File: config.mk
export PLATFORM = sky130hd
export DESIGN_NAME = l2_cache_ctrl
export DESIGN_NICKNAME = d
export VERILOG_FILES = /design/src/rtl/l2_pkg.sv /design/src/rtl/l2_plru.sv /design/src/rtl/l2_cache_ctrl.sv
export SDC_FILE = /design/constraint.sdc
export NUM_CORES = 1
export LEC_CHECK = 0
export CAP_MARGIN = 25
export CORE_ASPECT_RATIO = 0.6
export CORE_UTILIZATION = 48
export DETAILED_ROUTE_END_ITERATION = 8
export MAX_ROUTING_LAYER = met4
export PLACE_DENSITY_LB_ADDON = 0.12
export SETUP_SLACK_MARGIN = 0.2
export SYNTH_ARGS = -nofsm -noshare
export SYNTH_HDL_FRONTEND = slang
export SYNTH_SLANG_ARGS = --single-unit
File: constraint.sdc
create_clock -name clk -period 9.7 [get_ports clk]
set_input_delay 1.455 -clock clk [delete_from_list [all_inputs] [get_ports clk]]
set_output_delay 1.455 -clock clk [all_outputs]
set_load 0.005 [all_outputs]
File: src/rtl/l2_pkg.sv
// Shared definitions for the L2 lookup/replacement controller.
// Holds the command opcode enum, the controller FSM state enum and the
// default geometry constants used by the controller and the PLRU helper.
package l2_pkg;

  localparam int L2_WAYS       = 8;
  localparam int L2_INDEX_BITS = 14;
  localparam int L2_TAG_BITS   = 10;

  typedef enum logic [1:0] {
    OP_READ       = 2'd0,
    OP_WRITE      = 2'd1,
    OP_INVALIDATE = 2'd2,
    OP_SNOOP      = 2'd3
  } cmd_op_e;

  typedef enum logic [2:0] {
    ST_IDLE    = 3'd0,
    ST_LOOKUP  = 3'd1,
    ST_COMPARE = 3'd2,
    ST_FILL    = 3'd3,
    ST_UPDATE  = 3'd4
  } state_e;

endpackage

File: src/rtl/l2_plru.sv
// Tree pseudo-LRU helper, purely combinational.
// Ports:
//   plru      - WAYS-1 tree bits of the set (node n has children 2n+1, 2n+2;
//               0 = victim lies left, 1 = victim lies right)
//   valid     - per-way valid bits
//   touch_way - way being accessed
//   victim    - lowest invalid way if any, otherwise the tree-PLRU way
//   plru_next - tree bits with every node on touch_way's path pointing away
module l2_plru #(
  parameter int WAYS = 8
) (
  input  logic [WAYS-2:0]         plru,
  input  logic [WAYS-1:0]         valid,
  input  logic [$clog2(WAYS)-1:0] touch_way,
  output logic [$clog2(WAYS)-1:0] victim,
  output logic [WAYS-2:0]         plru_next
);

  localparam int WB = $clog2(WAYS);

  always_comb begin
    int  node;
    logic found;
    victim = '0;
    found  = 1'b0;
    node   = 0;
    for (int w = 0; w < WAYS; w++) begin
      if (!found && !valid[w]) begin
        victim = WB'(w);
        found  = 1'b1;
      end
    end
    if (!found) begin
      // Walk root to leaf following the tree bits; leaves start at WAYS-1.
      for (int l = 0; l < WB; l++) node = 2 * node + 1 + int'(plru[node]);
      victim = WB'(node - (WAYS - 1));
    end
  end

  always_comb begin
    int node;
    plru_next = plru;
    node      = int'(touch_way) + WAYS - 1;
    // Climb leaf to root; a left child (odd index) makes its parent point right.
    for (int l = 0; l < WB; l++) begin
      plru_next[(node - 1) / 2] = (node % 2 == 1);
      node = (node - 1) / 2;
    end
  end

endmodule

File: src/rtl/l2_cache_ctrl.sv
// L2 tag lookup/replacement controller. One command at a time: tag read,
// parallel compare, victim selection, tag/PLRU write-back and line fill.
// Handshake: a command transfers on a rising edge where cmd_valid and
// cmd_ready are both high; cmd_ready is high only while idle.
// Ports:
//   cmd_valid/cmd_ready/cmd_op/cmd_addr - command input (tag in addr MSBs)
//   tag_rd_en/tag_index                 - tag array read (1-cycle latency)
//   tag_rd_tag/tag_rd_vld/tag_rd_plru   - tag array read data
//   tag_wr_*                            - tag/valid/PLRU write for the set
//   bus_req/bus_addr/bus_ack            - line-fill request on the shared bus
//   rsp_valid/rsp_hit/rsp_way/rsp_err   - one-cycle response
//   fsm_state                           - current FSM state (debug)
module l2_cache_ctrl
  import l2_pkg::*;
#(
  parameter int WAYS       = L2_WAYS,
  parameter int INDEX_BITS = L2_INDEX_BITS,
  parameter int TAG_BITS   = L2_TAG_BITS
) (
  input  logic                           clk,
  input  logic                           rst_n,
  input  logic                           cmd_valid,
  output logic                           cmd_ready,
  input  logic [1:0]                     cmd_op,
  input  logic [TAG_BITS+INDEX_BITS-1:0] cmd_addr,
  output logic                           tag_rd_en,
  output logic [INDEX_BITS-1:0]          tag_index,
  input  logic [WAYS*TAG_BITS-1:0]       tag_rd_tag,
  input  logic [WAYS-1:0]                tag_rd_vld,
  input  logic [WAYS-2:0]                tag_rd_plru,
  output logic                           tag_wr_en,
  output logic [$clog2(WAYS)-1:0]        tag_wr_way,
  output logic [TAG_BITS-1:0]            tag_wr_tag,
  output logic                           tag_wr_vld,
  output logic [WAYS-2:0]                tag_wr_plru,
  output logic                           bus_req,
  output logic [TAG_BITS+INDEX_BITS-1:0] bus_addr,
  input  logic                           bus_ack,
  output logic                           rsp_valid,
  output logic                           rsp_hit,
  output logic [$clog2(WAYS)-1:0]        rsp_way,
  output logic                           rsp_err,
  output state_e                         fsm_state
);

  localparam int WB = $clog2(WAYS);

  state_e                state;
  cmd_op_e               op_q;
  logic [TAG_BITS-1:0]   tag_q;
  logic [INDEX_BITS-1:0] index_q;
  logic [WAYS-2:0]       plru_q;
  logic [WB-1:0]         victim_q;

  logic [WAYS-1:0] hit;
  logic [WB-1:0]   hit_way;
  logic            any_hit;
  logic            multi_hit;
  logic [WAYS-2:0] plru_in;
  logic [WB-1:0]   touch_way;
  logic [WB-1:0]   victim;
  logic [WAYS-2:0] plru_next;

  assign tag_index = index_q;
  assign bus_addr  = {tag_q, index_q};
  assign fsm_state = state;

  // Parallel compare; lowest matching way wins, any second match flags an error.
  always_comb begin
    hit       = '0;
    hit_way   = '0;
    any_hit   = 1'b0;
    multi_hit = 1'b0;
    for (int w = 0; w < WAYS; w++) begin
      hit[w] = tag_rd_vld[w] && (tag_rd_tag[w*TAG_BITS +: TAG_BITS] == tag_q);
      if (hit[w]) begin
        if (!any_hit) hit_way = WB'(w);
        else          multi_hit = 1'b1;
        any_hit = 1'b1;
      end
    end
  end

  // During COMPARE the live read data is touched at the hit way; during FILL
  // the latched PLRU is touched at the latched victim.
  assign plru_in   = (state == ST_COMPARE) ? tag_rd_plru : plru_q;
  assign touch_way = (state == ST_COMPARE) ? hit_way : victim_q;

  l2_plru #(.WAYS(WAYS)) u_plru (
    .plru      (plru_in),
    .valid     (tag_rd_vld),
    .touch_way (touch_way),
    .victim    (victim),
    .plru_next (plru_next)
  );

  always_ff @(posedge clk or negedge rst_n) begin
    if (!rst_n) begin
      state       <= ST_IDLE;
      op_q        <= OP_READ;
      tag_q       <= '0;
      index_q     <= '0;
      plru_q      <= '0;
      victim_q    <= '0;
      cmd_ready   <= 1'b1;
      tag_rd_en   <= 1'b0;
      tag_wr_en   <= 1'b0;
      tag_wr_way  <= '0;
      tag_wr_tag  <= '0;
      tag_wr_vld  <= 1'b0;
      tag_wr_plru <= '0;
      bus_req     <= 1'b0;
      rsp_valid   <= 1'b0;
      rsp_hit     <= 1'b0;
      rsp_way     <= '0;
      rsp_err     <= 1'b0;
    end else begin
      // Pulse outputs default low; rsp_* stay zero outside rsp_valid.
      tag_rd_en <= 1'b0;
      tag_wr_en <= 1'b0;
      rsp_valid <= 1'b0;
      rsp_hit   <= 1'b0;
      rsp_way   <= '0;
      rsp_err   <= 1'b0;
      case (state)
        ST_IDLE: begin
          if (cmd_valid && cmd_ready) begin
            op_q      <= cmd_op_e'(cmd_op);
            tag_q     <= cmd_addr[INDEX_BITS +: TAG_BITS];
            index_q   <= cmd_addr[INDEX_BITS-1:0];
            cmd_ready <= 1'b0;
            tag_rd_en <= 1'b1;
            state     <= ST_LOOKUP;
          end
        end
        ST_LOOKUP: state <= ST_COMPARE;
        ST_COMPARE: begin
          plru_q   <= tag_rd_plru;
          victim_q <= victim;
          state    <= ST_UPDATE;
          case (op_q)
            OP_READ, OP_WRITE: begin
              if (any_hit) begin
                tag_wr_en   <= 1'b1;
                tag_wr_way  <= hit_way;
                tag_wr_tag  <= tag_q;
                tag_wr_vld  <= 1'b1;
                tag_wr_plru <= plru_next;
                rsp_valid   <= 1'b1;
                rsp_hit     <= 1'b1;
                rsp_way     <= hit_way;
                rsp_err     <= multi_hit;
              end else begin
                bus_req <= 1'b1;
                state   <= ST_FILL;
              end
            end
            OP_INVALIDATE: begin
              rsp_valid <= 1'b1;
              rsp_hit   <= any_hit;
              rsp_way   <= hit_way;
              rsp_err   <= multi_hit;
              if (any_hit) begin
                tag_wr_en   <= 1'b1;
                tag_wr_way  <= hit_way;
                tag_wr_tag  <= tag_q;
                tag_wr_vld  <= 1'b0;
                tag_wr_plru <= tag_rd_plru;
              end
            end
            default: begin
              rsp_valid <= 1'b1;
              rsp_hit   <= any_hit;
              rsp_way   <= hit_way;
              rsp_err   <= multi_hit;
            end
          endcase
        end
        ST_FILL: begin
          if (bus_ack) begin
            bus_req     <= 1'b0;
            tag_wr_en   <= 1'b1;
            tag_wr_way  <= victim_q;
            tag_wr_tag  <= tag_q;
            tag_wr_vld  <= 1'b1;
            tag_wr_plru <= plru_next;
            rsp_valid   <= 1'b1;
            rsp_way     <= victim_q;
            state       <= ST_UPDATE;
          end
        end
        ST_UPDATE: begin
          cmd_ready   <= 1'b1;
          tag_wr_way  <= '0;
          tag_wr_tag  <= '0;
          tag_wr_vld  <= 1'b0;
          tag_wr_plru <= '0;
          state       <= ST_IDLE;
        end
        default: state <= ST_IDLE;
      endcase
    end
  end

endmodule

## Word-level counts from Yosys, hierarchy flattened

Index checks and enable logic that the tools add are counted.

| operators by class | value |
|---|---|
| mux-type cells | 115 |
| div/mod/pow operators | 0 |
| shift-type cells | 0 |
| reductions and logical operators | 45 |
| $add $sub $neg | 14 |
| bitwise gates (word level) | 6 |
| $lt $le $gt $ge | 8 |
| multipliers | 0 |
| equality and inequality tests | 26 |

Operators by type and width:

| cell | number |
|---|---|
| $lt A32 B5 Y1 const B | 5 |
| $sub A32 B2 Y32 const B | 4 |
| $add A32 B1 Y32 | 3 |
| $ge A32 B1 Y1 const B | 3 |
| $mux W3 | 30 |
| $eq A10 B10 Y1 | 8 |
| $mux W1 | 58 |
| $add A32 B2 Y32 | 1 |
| $add A32 B2 Y32 const B | 1 |
| $mux W10 | 3 |
| $pmux W10 S3 | 1 |
| $mux W7 | 4 |
| $bwmux W7 | 3 |
| $pmux W7 S3 | 1 |
| $logic_and A1 B1 Y1 | 19 |
| $pmux W7 S2 | 1 |
| $logic_not A1 Y1 | 13 |
| $pmux W3 S4 | 1 |
| $ne A2 B2 Y1 const B | 5 |
| $pmux W1 S2 | 5 |
| $demux W1 S3 | 3 |
| $pmux W3 S3 | 1 |
| $eq A2 B2 Y1 const B | 4 |
| $reduce_and A4 Y1 | 2 |
| 24 further kinds | 35 |

| storage, ports and cells | value |
|---|---|
| latch bits | 0 |
| bits of input ports | 125 |
| register bits after elaboration | 70 |
| RAM bits | 0 |
| memory bits (read-only) | 0 |
| memories kept | 0 |

## Longest topological paths before layout

| logic depth | value |
|---|---|
| depth after elaboration | 37 |
| depth in mapped cells | 45 |
| depth with buffers taken out | 41 |

## By module

Synthesis repeated with hierarchy kept, for this count alone.

| unflattened totals | value |
|---|---|
| cells, all modules | 962 |
| area, all modules | 8,006.4 sq um |

Modules (own cells, without submodules):

| module | instances | cells each | area an instance (sq um) |
|---|---|---|---|
| l2_cache_ctrl | 1 | 428 | 4,362.9 |
| l2_plru | 1 | 534 | 3,643.5 |

## Worst setup path after synthesis

OpenSTA, ideal clock, no wires.

| path | value |
|---|---|
| kind | input -> register |
| start | input tag_rd_tag[18] |
| end | register tag_wr_plru[5] |
| stages on the path | 42 |
| arrival | 8.964 ns |
| setup time | 0.118 ns |
| path slack | 0.618 ns |
| path through | xnor2_1 nand4_1 nor3_2 a21oi_1 or2_2 and2_1 o31ai_1 inv_1 ha_1 xor2_1 nor3_1 ha_1 inv_1 nor2_1 ha_1 ha_1 nor2b_1 clkbuf_1 [6 not listed] ha_1 and2_1 clkbuf_1 o21ai_0 nor4_2 nor2_1 mux2i_1 buf_2 and2_1 nand2_1 a21oi_1 ha_1 ha_1 nor4b_1 nor3_1 a2111oi_4 a31oi_1 a21o_1 |

| on the way | value |
|---|---|
| cells in the longest elaborated chain, start to end | 35 |
| elaborated cells between the ends (all ways) | 65 |
| classes of those cells | add/sub (8); order compare (6); eq/ne (6); mux (34); bitwise (6); reduce/logical (5) |

RTL lines:

| item | line | RTL |
|---|---|---|
| start, declared | l2_cache_ctrl.sv:28 | `input logic [WAYS*TAG_BITS-1:0] tag_rd_tag,` |
| $eq A10 B10 Y1 * | l2_cache_ctrl.sv:75 | `hit[w] = tag_rd_vld[w] && (tag_rd_tag[w*TAG_BITS +: TAG_BITS] == tag_q);` |
| $logic_and A1 B1 Y1 * | l2_cache_ctrl.sv:75 |  |
| $mux W1 | l2_cache_ctrl.sv:76 | `if (hit[w]) begin` |
| $mux W3 | l2_cache_ctrl.sv:77 | `if (!any_hit) hit_way = WB'(w);` |
| $mux W3 | l2_cache_ctrl.sv:76 |  |
| $mux W3 | l2_cache_ctrl.sv:77 |  |
| $mux W3 | l2_cache_ctrl.sv:76 |  |
| $mux W3 | l2_cache_ctrl.sv:77 |  |
| [19 not listed] | - |  |
| $ge A32 B1 Y1 (implied by the code) / $lt A32 B5 Y1 (equally long branches) | l2_plru.sv:46 | `plru_next[(node - 1) / 2] = (node % 2 == 1);` |
| $logic_and A1 B1 Y1 (implied by the code) | l2_plru.sv:46 |  |
| $mux W1 (implied by the code) | l2_plru.sv:46 |  |
| $demux W1 S3 | - |  |
| $bwmux W7 | l2_plru.sv:46 |  |
| $mux W7 | l2_cache_ctrl.sv:143 | `if (any_hit) begin` |
| $pmux W7 S2 | l2_cache_ctrl.sv:141 | `case (op_q)` |
| $pmux W7 S3 | l2_cache_ctrl.sv:125 | `case (state)` |
| end signal, assigned | l2_cache_ctrl.sv:148 | `tag_wr_plru <= plru_next;` |
| end signal, assigned | l2_cache_ctrl.sv:168 | `tag_wr_plru <= tag_rd_plru;` |
| end signal, assigned | l2_cache_ctrl.sv:186 | `tag_wr_plru <= plru_next;` |
| end, declared | l2_cache_ctrl.sv:35 | `output logic [WAYS-2:0] tag_wr_plru,` |

Mark *: on every way between the ends. The rest lies on a longest branch, timed or not. The select of a mux whose other input is x is not followed.
A chain may end at the register's enable or synchronous reset.

## Final worst setup path

| path | value |
|---|---|
| start | input tag_rd_tag[17] |
| end | register tag_wr_plru[6] |

The elaborated chain is that of the path after synthesis.

==> impl_metrics.json <==
{
  "grt_overflow_total": 0,
  "dp.final_hpwl_mm": 18.2,
  "totalNegativeSetupSlack_ps": 0,
  "layout-drive-gt1-share": 0.141,
  "dr_total_vias": 6710,
  "finalSetupViolCount": 0,
  "power.share.clock": 0.108,
  "critPathMostFrequentCell": "sky130_fd_sc_hd__nor2_1",
  "standard_cell_with_the_maximum_stage_delay_on_the_critical_path": "sky130_fd_sc_hd__clkdlybuf4s50_1",
  "worst_path_largest_cell_delay_ps": 490,
  "path_class": "input pin to flop",
  "drt_wl_total_mm": 22.9,
  "intPower_mw": 1.73,
  "placedCellCount": 1070,
  "core_area_sq_um": 12300,
  "slew_headroom": 0.251,
  "reg2reg_setup_slack_ps": 1570,
  "ff2ff_path_depth": 39,
  "power.switching_fraction": 0.491,
  "synth_async_sr_flop_share": 1.00,
  "regToRegEndpoint": "tag_wr_plru[6]",
  "crit_fanout": 8,
  "synth_edf_count": 0,
  "port-buffer-count": 196,
  "hp-start": "tag_wr_way[1]",
  "antenna_found_initial": 0,
  "cts_hold_repair.buffers": 0,
  "finalHoldViolations": 0,
  "netlist_top_cells_area": "sky130_fd_sc_hd__dfrtp_1, sky130_fd_sc_hd__xnor2_1, sky130_fd_sc_hd__mux2_2",
  "hold-path-cell-count": 2,
  "clock-skew-final_ps": 7.84,
  "combinationalPowerShare": 0.712,
  "tritoncts_num_sinks": 70,
  "timing.hold.worst.class": "flop to flop",
  "peakVddDrop_v": 0.000256,
  "clkLatencyLatePin_ps": 350,
  "worstPathRequired_ps": 9920,
  "hold_slack_ps": 482,
  "worst_ep_arrival_time_ps": 9090,
  "io_pins": 197,
  "most_frequently_used_cell_type_in_the_post_synthesis_netlist": "sky130_fd_sc_hd__xnor2_1",
  "leakage_nw": 3.46,
  "ctsRootBufferMaster": "sky130_fd_sc_hd__clkbuf_16",
  "rr_startpoint": "tag_q[6]",
  "maxCapViolCount": 0,
  "largest_net_degree_at_the_start_of_global_routing": 71,
  "area_growth_pct": 41.2,
  "start_util": 0.503,
  "layout.core_utilization": 0.710,
  "cts-buffers-inserted": 9,
  "syn-num-nets": 862,
  "post-route-drc-count": 0,
  "die_x_microns": 149,
  "fin_crit_ps": 8870,
  "maxClockFrequency_mhz": 113,
  "n_fill_cell": 963,
  "ranking_of_synthesized_cells_by_instance_count": "sky130_fd_sc_hd__xnor2_1, sky130_fd_sc_hd__nand2_1, sky130_fd_sc_hd__dfrtp_1",
  "register_area_share_after_synthesis": 0.283,
  "avgViaCountPerCell": 6.16,
  "routedWlPerCell_microns": 21.0,
  "synthCells": 725,
  "drv_slew": 0,
  "count_of_antenna_diodes_in_the_layout": 0,
  "yosys.area.top_type": "sky130_fd_sc_hd__dfrtp_1",
  "avg_synthesized_cell_area_sq_um": 8.55,
  "power_per_cell_area_nw_per_um2": 389,
  "cts-root-to-sink-buffers": 2,
  "worst_slew_pin_tran_ps": 1120,
  "tritoncts_clock_tree": "done",
  "h-tree-depth": 3,
  "synthesis.area_sq_um": 6200,
  "p_seq_frac": 0.180,
  "hold_end": "tag_wr_way[1]",
  "drt_iter0_markers": 774,
  "synthesis.yosys.warnings": 0,
  "die-area_sq_um": 13400,
  "final_cell_count_no_fill": 1089,
  "timing.critical_path.to_type": "flop",
  "chipHeight_microns": 90.0,
  "synth_top_area_share": 0.279,
  "all_layer_gr_usage": 0.360,
  "drt.antenna.violating_nets": 0,
  "grt_pass1_wl_mm": 35.7,
  "yosys_most_used_dff": "sky130_fd_sc_hd__dfrtp_1",
  "postSynthRegisterBits": 70,
  "design_power_total_mw": 3.41,
  "detailedRoute.firstPassIterationCount": 6,
  "worst_setup_hold_path_clk_slew_ps": 60,
  "status": "finished, final reports clean",
  "yosysUniqueCellTypes": 89,
  "place.gp.congestion": 1.19,
  "critPathLaunchType": "input pin",
  "rsz0062_at_grt": "false",
  "first_global_vias": 6485,
  "share_of_the_clock_period_used_by_the_worst_path_after_layout": 0.914,
  "fin_nets": 1056,
  "total_switching_power_mw": 1.67,
  "std_cell_rows": 31
}
## cells in the final DEF, fill, tap and decap left out, types with 16 or more instances in the layout
| cell type | Yosys | layout |
|---|---|---|
| sky130_fd_sc_hd__nand3_1 | 29 | 29 |
| sky130_fd_sc_hd__nand2_1 | 76 | 76 |
| sky130_fd_sc_hd__buf_4 | 20 | 39 |
| sky130_fd_sc_hd__o21ai_0 | 28 | 28 |
| sky130_fd_sc_hd__nand4_1 | 19 | 19 |
| sky130_fd_sc_hd__xnor2_1 | 91 | 91 |
| sky130_fd_sc_hd__nor3_1 | 19 | 16 |
| sky130_fd_sc_hd__clkdlybuf4s50_1 | 0 | 195 |
| sky130_fd_sc_hd__nor2_1 | 47 | 45 |
| sky130_fd_sc_hd__a21oi_1 | 41 | 41 |
| sky130_fd_sc_hd__inv_1 | 22 | 21 |
| sky130_fd_sc_hd__mux2_2 | 26 | 26 |
| sky130_fd_sc_hd__dfrtp_1 | 69 | 69 |
## layer usage
| layer | up-vias | track usage | wire [microns] |
|---|---|---|---|
| met5 | - | - | 0 |
| met1 | 3237 | 0.513 | 10500 |
| met2 | 420 | 0.495 | 9410 |
| li1 | 3014 | - | - |
| met3 | 39 | 0.117 | 2750 |
| met4 | 0 | 0.0593 | 274 |
## stage by stage
stage	cell area (sq um)	setup WS (ps)
after CTS	8650	361
after floorplan	6200	618
final	8760	832
after detailed placement	8320	42.6
after global placement	8320	435
after global routing	8760	266
## kinds of logic (layout without fill, tap and decap cells)
logic type / Yosys count / after routing / share of synthesized area
AO/OA/AOI/OAI: 167 / 167 / 0.193
XOR/XNOR: 96 / 96 / 0.136
adder cells (fa/ha/maj): 12 / 12 / 0.0242
buffers and inverters: 74 / 273 / 0.0648
flip-flops: 70 / 70 / 0.283
multiplexers: 43 / 43 / 0.0755
AND/OR/NAND/NOR: 263 / 263 / 0.224
## worst max-delay path: cells and delay by family
family / cells / cell delay, ps
xor+xnor: 2 / 290
mux: 2 / 550
fa+ha+maj: 7 / 1510
simple gates: 19 / 3240
buf+inv: 3 / 690
compound gates: 9 / 1350
## registers in the layout (all words and copies together) (netlist names), 2 cells and up
signal	count
tag_q	10
plru_q	7
tag_wr_plru	7
fsm_state	3
op_q	2
tag_wr_tag	10
tag_index	14
tag_wr_way	3
victim_q	3
rsp_way	3
## power by group through the flow
| stage | clock, mW | sequential (mW) | combinational (mW) |
|---|---|---|---|
| floorplan | 0 | 0.491 | 1.59 |
| finish | 0.370 | 0.613 | 2.43 |
| detailed placement | 0 | 0.613 | 2.27 |
| CTS | 0.372 | 0.611 | 2.29 |
| global route | 0.385 | 0.634 | 2.59 |
| global placement | 0 | 0.605 | 2.23 |
## worst max-delay path by stage
stage	end	startpoint	cells past startpoint
5_1_grt	tag_wr_plru[4]	tag_rd_tag[34]	42
6_report	tag_wr_plru[6]	tag_rd_tag[17]	42
4_1_cts	tag_wr_plru[5]	tag_rd_tag[72]	39
3_3_place_gp	tag_wr_plru[4]	tag_rd_tag[18]	40
3_5_place_dp	tag_wr_plru[5]	tag_rd_tag[72]	39
2_1_floorplan	tag_wr_plru[5]	tag_rd_tag[18]	42
## layout make-up
| type | count | area [sq um] | area share |
|---|---|---|---|
| clock inverters | 7 | 105 | 0.0120 |
| clock buffers | 9 | 225 | 0.0257 |
| repair buffers | 235 | 2250 | 0.257 |
| flip-flops and latches | 70 | 1750 | 0.200 |
| well taps | 165 | 206 | 0.0236 |
| multi-input cells | 581 | 4130 | 0.472 |
| inverters | 22 | 82.6 | 0.00943 |
## repair_timing
action | 4_1_cts | 5_1_grt
resized for setup | 0 | 22
buffers inserted | 0 | 3
endpoints found under the setup margin | 0 | 7
Power figures use the tool's default switching activity.
